**config.mk**
```make
export PLATFORM = sky130hd
export DESIGN_NAME = multicycle_ctrl
export DESIGN_NICKNAME = d
export VERILOG_FILES = /design/src/rtl/riscv_pkg.sv /design/src/rtl/instret_counter.sv /design/src/rtl/multicycle_ctrl.sv
export SDC_FILE = /design/constraint.sdc
export NUM_CORES = 1
export LEC_CHECK = 0
export BUFFER_PORTS_ARGS = -buffer_cell sky130_fd_sc_hd__buf_4
export CORE_MARGIN = 5
export CORE_UTILIZATION = 40
export DETAILED_ROUTE_END_ITERATION = 12
export GPL_TIMING_DRIVEN = 0
export HOLD_SLACK_MARGIN = 0.02
export SETUP_SLACK_MARGIN = 0.3
export SLEW_MARGIN = 30
export SYNTH_ARGS = -nofsm -noshare
export SYNTH_HDL_FRONTEND = slang
export SYNTH_SLANG_ARGS = --single-unit
```
**constraint.sdc**
```tcl
create_clock -name clk -period 2.2 [get_ports clk]
set_input_delay 0.11 -clock clk [delete_from_list [all_inputs] [get_ports clk]]
set_output_delay 0.11 -clock clk [all_outputs]
set_load 0.1 [all_outputs]
```
**src/rtl/riscv_pkg.sv**
```systemverilog
// rtl/riscv_pkg.sv - shared state, opcode and select-code definitions for the multicycle RV32I control
package riscv_pkg;

    typedef enum logic [3:0] {
        S_RESET    = 4'd0,
        S_FETCH    = 4'd1,
        S_DECODE   = 4'd2,
        S_MEMADR   = 4'd3,
        S_MEMREAD  = 4'd4,
        S_MEMWB    = 4'd5,
        S_MEMWRITE = 4'd6,
        S_EXECR    = 4'd7,
        S_EXECI    = 4'd8,
        S_ALUWB    = 4'd9,
        S_BEQ      = 4'd10,
        S_JAL      = 4'd11
    } state_t;

    localparam logic [6:0] OP_LOAD   = 7'b0000011;
    localparam logic [6:0] OP_STORE  = 7'b0100011;
    localparam logic [6:0] OP_RTYPE  = 7'b0110011;
    localparam logic [6:0] OP_ITYPE  = 7'b0010011;
    localparam logic [6:0] OP_BRANCH = 7'b1100011;
    localparam logic [6:0] OP_JAL    = 7'b1101111;

    localparam logic [1:0] ALUOP_ADD = 2'b00;
    localparam logic [1:0] ALUOP_SUB = 2'b01;
    localparam logic [1:0] ALUOP_R   = 2'b10;
    localparam logic [1:0] ALUOP_I   = 2'b11;

    localparam logic [1:0] SRCA_PC    = 2'b00;
    localparam logic [1:0] SRCA_OLDPC = 2'b01;
    localparam logic [1:0] SRCA_RS1   = 2'b10;

    localparam logic [1:0] SRCB_RS2  = 2'b00;
    localparam logic [1:0] SRCB_IMM  = 2'b01;
    localparam logic [1:0] SRCB_FOUR = 2'b10;

    localparam logic [1:0] RES_ALUOUT    = 2'b00;
    localparam logic [1:0] RES_MEMDATA   = 2'b01;
    localparam logic [1:0] RES_ALURESULT = 2'b10;

endpackage

```
**src/rtl/instret_counter.sv**
```systemverilog
// rtl/instret_counter.sv - wrapping retired-instruction counter
module instret_counter #(
    parameter int CNT_W = 32
) (
    input  logic             clk,
    input  logic             rst_n,
    input  logic             inc,
    output logic [CNT_W-1:0] count
);

    logic [CNT_W-1:0] r_count;

    always_ff @(posedge clk or negedge rst_n) begin
        if (!rst_n) begin
            r_count <= '0;
        end else if (inc) begin
            r_count <= r_count + CNT_W'(1);
        end
    end

    assign count = r_count;

endmodule

```
**src/rtl/multicycle_ctrl.sv**
```systemverilog
// rtl/multicycle_ctrl.sv - main control FSM for the multicycle RV32I core
module multicycle_ctrl
    import riscv_pkg::*;
#(
    parameter int CNT_W = 32
) (
    input  logic             clk,
    input  logic             rst_n,
    input  logic [6:0]       opcode,
    input  logic             zero,
    input  logic             mem_ready,
    output logic             mem_req,
    output logic             AdrSrc,
    output logic             IRWrite,
    output logic             PCUpdate,
    output logic             RegWrite,
    output logic             MemWrite,
    output logic             Branch,
    output logic [1:0]       ALUSrcA,
    output logic [1:0]       ALUSrcB,
    output logic [1:0]       ResultSrc,
    output logic [1:0]       ALUop,
    output logic             illegal_op,
    output logic [CNT_W-1:0] instret
);

    state_t r_state;
    state_t w_next_state;
    logic   r_illegal_op;
    logic   w_decode_illegal;
    logic   w_retire;
    logic   w_unused;

    // The zero flag is consumed by the datapath's branch logic, not here.
    assign w_unused = zero;

    always_ff @(posedge clk or negedge rst_n) begin
        if (!rst_n) begin
            r_state      <= S_RESET;
            r_illegal_op <= 1'b0;
        end else begin
            r_state      <= w_next_state;
            r_illegal_op <= w_decode_illegal;
        end
    end

    always_comb begin
        w_next_state     = S_FETCH;
        w_decode_illegal = 1'b0;
        w_retire         = 1'b0;
        mem_req          = 1'b0;
        AdrSrc           = 1'b0;
        IRWrite          = 1'b0;
        PCUpdate         = 1'b0;
        RegWrite         = 1'b0;
        MemWrite         = 1'b0;
        Branch           = 1'b0;
        ALUSrcA          = SRCA_PC;
        ALUSrcB          = SRCB_RS2;
        ResultSrc        = RES_ALUOUT;
        ALUop            = ALUOP_ADD;

        case (r_state)
            S_RESET: begin
                w_next_state = S_FETCH;
            end
            S_FETCH: begin
                mem_req      = 1'b1;
                ALUSrcB      = SRCB_FOUR;
                ResultSrc    = RES_ALURESULT;
                IRWrite      = mem_ready;
                PCUpdate     = mem_ready;
                w_next_state = mem_ready ? S_DECODE : S_FETCH;
            end
            S_DECODE: begin
                // Precompute the branch target into ALUOut while decoding.
                ALUSrcA = SRCA_OLDPC;
                ALUSrcB = SRCB_IMM;
                case (opcode)
                    OP_LOAD, OP_STORE: w_next_state = S_MEMADR;
                    OP_RTYPE:          w_next_state = S_EXECR;
                    OP_ITYPE:          w_next_state = S_EXECI;
                    OP_BRANCH:         w_next_state = S_BEQ;
                    OP_JAL:            w_next_state = S_JAL;
                    default: begin
                        w_next_state     = S_FETCH;
                        w_decode_illegal = 1'b1;
                    end
                endcase
            end
            S_MEMADR: begin
                ALUSrcA      = SRCA_RS1;
                ALUSrcB      = SRCB_IMM;
                w_next_state = opcode[5] ? S_MEMWRITE : S_MEMREAD;
            end
            S_MEMREAD: begin
                mem_req      = 1'b1;
                AdrSrc       = 1'b1;
                w_next_state = mem_ready ? S_MEMWB : S_MEMREAD;
            end
            S_MEMWB: begin
                ResultSrc    = RES_MEMDATA;
                RegWrite     = 1'b1;
                w_retire     = 1'b1;
                w_next_state = S_FETCH;
            end
            S_MEMWRITE: begin
                mem_req      = 1'b1;
                AdrSrc       = 1'b1;
                MemWrite     = mem_ready;
                w_retire     = mem_ready;
                w_next_state = mem_ready ? S_FETCH : S_MEMWRITE;
            end
            S_EXECR: begin
                ALUSrcA      = SRCA_RS1;
                ALUop        = ALUOP_R;
                w_next_state = S_ALUWB;
            end
            S_EXECI: begin
                ALUSrcA      = SRCA_RS1;
                ALUSrcB      = SRCB_IMM;
                ALUop        = ALUOP_I;
                w_next_state = S_ALUWB;
            end
            S_ALUWB: begin
                RegWrite     = 1'b1;
                w_retire     = 1'b1;
                w_next_state = S_FETCH;
            end
            S_BEQ: begin
                ALUSrcA      = SRCA_RS1;
                ALUop        = ALUOP_SUB;
                Branch       = 1'b1;
                w_retire     = 1'b1;
                w_next_state = S_FETCH;
            end
            S_JAL: begin
                ALUSrcA      = SRCA_OLDPC;
                ALUSrcB      = SRCB_FOUR;
                PCUpdate     = 1'b1;
                w_next_state = S_ALUWB;
            end
            default: begin
                w_next_state = S_FETCH;
            end
        endcase
    end

    assign illegal_op = r_illegal_op;

    instret_counter #(
        .CNT_W (CNT_W)
    ) u_instret_counter (
        .clk   (clk),
        .rst_n (rst_n),
        .inc   (w_retire),
        .count (instret)
    );

endmodule

```
# == Yosys cells after proc, flatten, opt, wreduce, memory -nomap -nowiden ==
# Index checks and enable logic that the tools add are counted.
# op_classes
eq_ne,17
add_sub_neg,1
reduce_logical,11
n_mux,20
# op_table
op,n
32-bit by 1-bit adder with 32-bit output (second input constant),1
4-bit one-hot mux with 6 select lines,1
4-bit one-hot mux with 5 select lines,1
4-bit by 3-bit == test with 1-bit output (second input constant),4
4-bit == test (second input constant),4
7-bit by 6-bit == test with 1-bit output (second input constant),2
7-bit == test (second input constant),2
2-bit one-hot mux with 2 select lines,3
3-bit OR reduction,4
2-bit OR reduction,5
1-bit 2-to-1 mux,9
4-bit by 2-bit == test with 1-bit output (second input constant),2
7-bit by 2-bit == test with 1-bit output (second input constant),1
7-bit by 5-bit == test with 1-bit output (second input constant),1
2-bit one-hot mux with 3 select lines,1
6-bit OR reduction,1
4-bit by 1-bit == test with 1-bit output (second input constant),1
2-bit 2-to-1 mux,2
1-bit one-hot mux with 2 select lines,2
4-bit OR reduction,1
3-bit 2-to-1 mux,1
# word_totals
ff_bits,37
wordCells,52
inputBits,11

# == Logic depth before layout (Yosys ltp) ==
# depth
ltp_word,4
ltp_mapped,6

# == By module ==
# Synthesis repeated with hierarchy kept, for this count alone.
# hier_totals
cells_unflattened,198
hier_area_um2,2013.2
# modules_own_cells
mod,area_per_inst_um2,n_inst,cells_per_inst
instret_counter,1448.9,1,123
multicycle_ctrl,564.3,1,75

# == Least setup slack after synthesis ==
# Ideal clock, no wire load.
# synth_timing
path_kind,reg2out
start,reg r_state[2]
end,out mem_req
t_required_ps,2090
slack_ps,-1344
stages_incl_launch_ff,4
arrival_time_ps,3434
path_cell_list,dfrtp_1 > clkbuf_1 > nor3_1 > or2_2
# synth_via
elab_chain_len,3
# synth_lines
item,line_no,text
"start, declared",multicycle_ctrl.sv:27,state_t r_state;
"start signal, assigned",multicycle_ctrl.sv:42,r_state <= w_next_state;
4-bit by 3-bit == test with 1-bit output or 4-bit by 1-bit == test with 1-bit output (tied branches),multicycle_ctrl.sv:63,case (r_state)
3-bit OR reduction (no source line) *,n/a,
1-bit 2-to-1 mux *,multicycle_ctrl.sv:63,
"end, declared",multicycle_ctrl.sv:12,"output logic mem_req,"
# Mark *: on every way between the ends. The rest lies on a longest branch, timed or not.

# == Worst setup path after layout ==
# layout_timing
start,reg r_state[3]
end,"reg u_instret_counter.r_count[18], in the netlist u_instret_counter.count[18]"
# layout_via
elab_chain_len,3
# layout_lines
item,line_no,text
4-bit == test or 4-bit by 3-bit == test with 1-bit output (tied branches),multicycle_ctrl.sv:63,
3-bit OR reduction (no source line),n/a,
1-bit one-hot mux with 2 select lines *,multicycle_ctrl.sv:63,
"end signal, assigned",instret_counter.sv:17,r_count <= r_count + CNT_W'(1);
"end, declared",instret_counter.sv:11,logic [CNT_W-1:0] r_count;
# Marked as above.
# A chain may end at the register's enable or synchronous reset.

==> metrics.yaml <==
outcome:
  outcome: "finished, final reports clean"
synthesis:
  synthSimpleGateAreaFrac_pct: 29.4
  netlist_area_um2: 2210
  muxShareOfSynthArea_pct: 0
  yosysWarningCount: 0
  synth-seq-cells: 37
  synth-async-reset-ratio_pct: 100
  synth_edf_count: 0
  yosysSeqAreaShare_pct: 41.9
  synth-adder-area-share_pct: 1.02
  synth_compound_area_share_pct: 9.90
  syn-num-nets: 246
  synthFlopType: "dfrtp_1"
  post_synth_num_cell_types: 45
  syn_area_per_cell_um2: 9.45
  yosys.area_share.xor_xnor_pct: 13.8
  synth_top_family_by_area: "simple AND/OR/NAND/NOR gates"
  synth_cells: 234
grt:
  grt_max_degree: 38
  track_usage_pct: 16.7
  grt_pass1_wl_um: 9740
  grt.overflow.total: 0
  antenna_found_initial: 0
  grt_pass1_vias: 2019
sta:
  finalHoldViolCount: 0
  grt_setup_unrepaired: "yes"
  worstMarginPinSlew_ps: 526
  fin_skew_ps: 2.56
  setup_violations: 0
  max_slew_margin_pct: 64.0
  post-route-period-util_pct: 83.4
  min_period_ps: 1840
  drv_slew: 0
  timing.hold.ws_ps: 126
  max_freq_mhz: 545
  setup_tns_ps: 0
finish:
  diodes: 0
  fillerInstances: 486
  regArea_um2: 987
  multi_input_area_um2: 1340
  drive_gt1_share_pct: 47.2
  final-instance-count-excl-fill: 373
  area_growth_pct: 41.1
  fin_nets: 312
worst_setup_path:
  path_cells: "buf_2 -> and2b_2 -> o311ai_4 -> buf_4 -> nor4_1 -> xor2_1"
  critical_path.max_stage_delay_ps: 370
  r2r-start: "r_state[3]"
  slowest_stage: "o311ai_4"
  reg2reg_slack_ps: 360
  start_kind: "flop"
  cp_data_required_time_ps: 2370
  critPathKind: "flop to flop"
  critPathCaptureType: "flop"
  cp_max_fo: 10
  worstPathArrival_ps: 2000
  r2r-end: "u_instret_counter.count[18]"
  reg2regPathDepth: 6
floorplanning:
  rows: 27
  coreArea_um2: 5440
  io_pins: 59
  initial_core_util_pct: 40.6
  die_height_um: 84.3
  dieArea_um2: 7110
  chipWidth_um: 84.3
route:
  drtIter0Drc: 117
  antenna_left: 0
  routed_wl_um: 5910
  drc: 0
  vias: 2023
  dr.pass1.iters: 4
  via_per_inst: 5.42
  wire_per_inst_um: 15.8
power_and_ir_drop:
  seqPwrFrac_pct: 22.7
  p_sw_uw: 1910
  combinationalPowerShare_pct: 57.7
  power_leakage_uw: 0.00138
  pwr-share-clk_pct: 19.6
  swShare_pct: 52.4
  power_density_nw_per_um2: 1170
  peakVddDrop_mv: 0.837
  p_int_uw: 1740
clock_tree:
  cts_tree: "done"
  clkLatencyLatePin_ps: 290
  clockRootBuffer: "clkbuf_8"
  cts_sinks: 37
  numCtsBuffers: 5
  clkSlewWorstSetupHoldPaths_ps: 80
  htree_levels: 2
  clockBufferDepth: 2
placed_design:
  gp_congestion: 0.764
  port_buffers: 56
  dpl.hpwl_um: 4150
  dpl.cell_count: 362
hold_path:
  min_path_cells: 3
  hold_path_class: "input port to flop"
  hold_path_end: "r_state[2]"
  min_from: "opcode[5]"
flow_run:
  maxCapViolCount: 0
[final cells by class]
cell class | count | share of cell area [%]
timing repair buffer | 59 | 14.6
tap | 72 | 2.89
buffer | 14 | 2.65
inverter | 7 | 0.842
clock inverter | 3 | 2.21
clock buffer | 5 | 2.21
sequential | 37 | 31.6
multi-input combinational | 176 | 42.9
[synth_stat cells (3+ instances only)]
cell	number	share of area, %
o211ai_1	3	1.0
nand2b_1	5	1.4
xor2_1	25	9.9
inv_1	7	1.2
xnor2_1	8	3.2
nand3_1	8	1.8
and3_1	5	1.4
and2_1	5	1.4
buf_2	5	1.1
o21ai_0	4	0.91
dfrtp_1	37	42
nor4_1	11	3.1
nor3_1	6	1.4
nor4_2	6	3.4
nor2_1	11	1.9
nand2_1	29	4.9
buf_1	3	0.51
a2111oi_1	3	1.4
and4_1	5	2.0
nand4_1	11	3.1
a21oi_1	6	1.4
clkbuf_1	5	0.85
[worst max-delay path, delay by kind of cell, from the launching register on]
family                    cells  cell delay (ps)
and+or+nand+nor               2              360
DFF                           1              360
xor gates and xnor gates      1              160
buffers and inverters         2              460
AOI/OAI and AO/OA             1              370
[power groups by stage]
stage / clock (µW) / sequential [µW] / combinational [µW]
global route: 754 / 839 / 2210
detailed placement: 0 / 837 / 2000
finish: 717 / 828 / 2100
floorplan: 0 / 1090 / 1350
CTS: 730 / 824 / 2030
global placement: 0 / 835 / 1980
[layer usage]
layer | GRT usage, % | up-vias | part of all wire [%]
met1 | 23.1 | 994 | 46
met2 | 26.3 | 50 | 48
li1 | - | 974 | -
met3 | 3.73 | 5 | 4.8
met4 | 4.46 | 0 | 0.90
met5 | 0 | - | 0
[cells by family (layout without fill, tap and decap cells)]
| family | count (synthesis) | after routing |
|---|---|---|
| xor+xnor | 34 | 34 |
| flops | 37 | 37 |
| buf+inv | 21 | 88 |
| fa+ha+maj | 2 | 2 |
| simple gates | 112 | 112 |
| compound gates | 28 | 28 |
[state kept, by name, summed over array words and instances (netlist names)]
| register | count |
|---|---|
| r_state | 4 |
| illegal_op | 1 |
| u_instret_counter.count | 32 |
[cell usage in the layout (no fill, tap or decap), drive strengths merged, types with 6 or more instances in the layout]
master and n:
buf 67, dfrtp 37, nand2 29, xor2 26
nor4 17, nand4 12, nor2 11, clkbuf 10
xnor2 8, nand3 8, inv 8, a21oi 6
nor3 6
[worst max-delay path by stage]
stage                     from                     endpoint  depth (start not counted)
global placement    r_state[3]  u_instret_counter.count[17]                          6
global route        r_state[3]                     PCUpdate                          5
floorplan           r_state[2]                      mem_req                          4
CTS                 r_state[3]                     PCUpdate                          5
detailed placement  r_state[3]  u_instret_counter.count[18]                          6
finish              r_state[3]  u_instret_counter.count[18]                          6
[per-stage QoR]
stage	cell area (µm²)	total power (µW)	util (%)	worst slack, ps
floorplan	2320	2440	-	-290
global placement	2830	2820	52.0	303
detailed placement	2830	2830	52.0	280
CTS	2990	3580	55.0	268
global route	3120	3800	57.3	250
finish	3120	3650	57.3	365
[repair_timing]
item / 4_1_cts / 5_1_grt
resized for setup: 7 / 26
endpoints found under the setup margin: 19 / 32
pin swaps: 0 / 2
hold endpoints to repair: 37 / 0
gates cloned: 0 / 0
hold buffers: 1 / 0
setup buffers: 0 / 2
(Power assumes the default switching activity.)
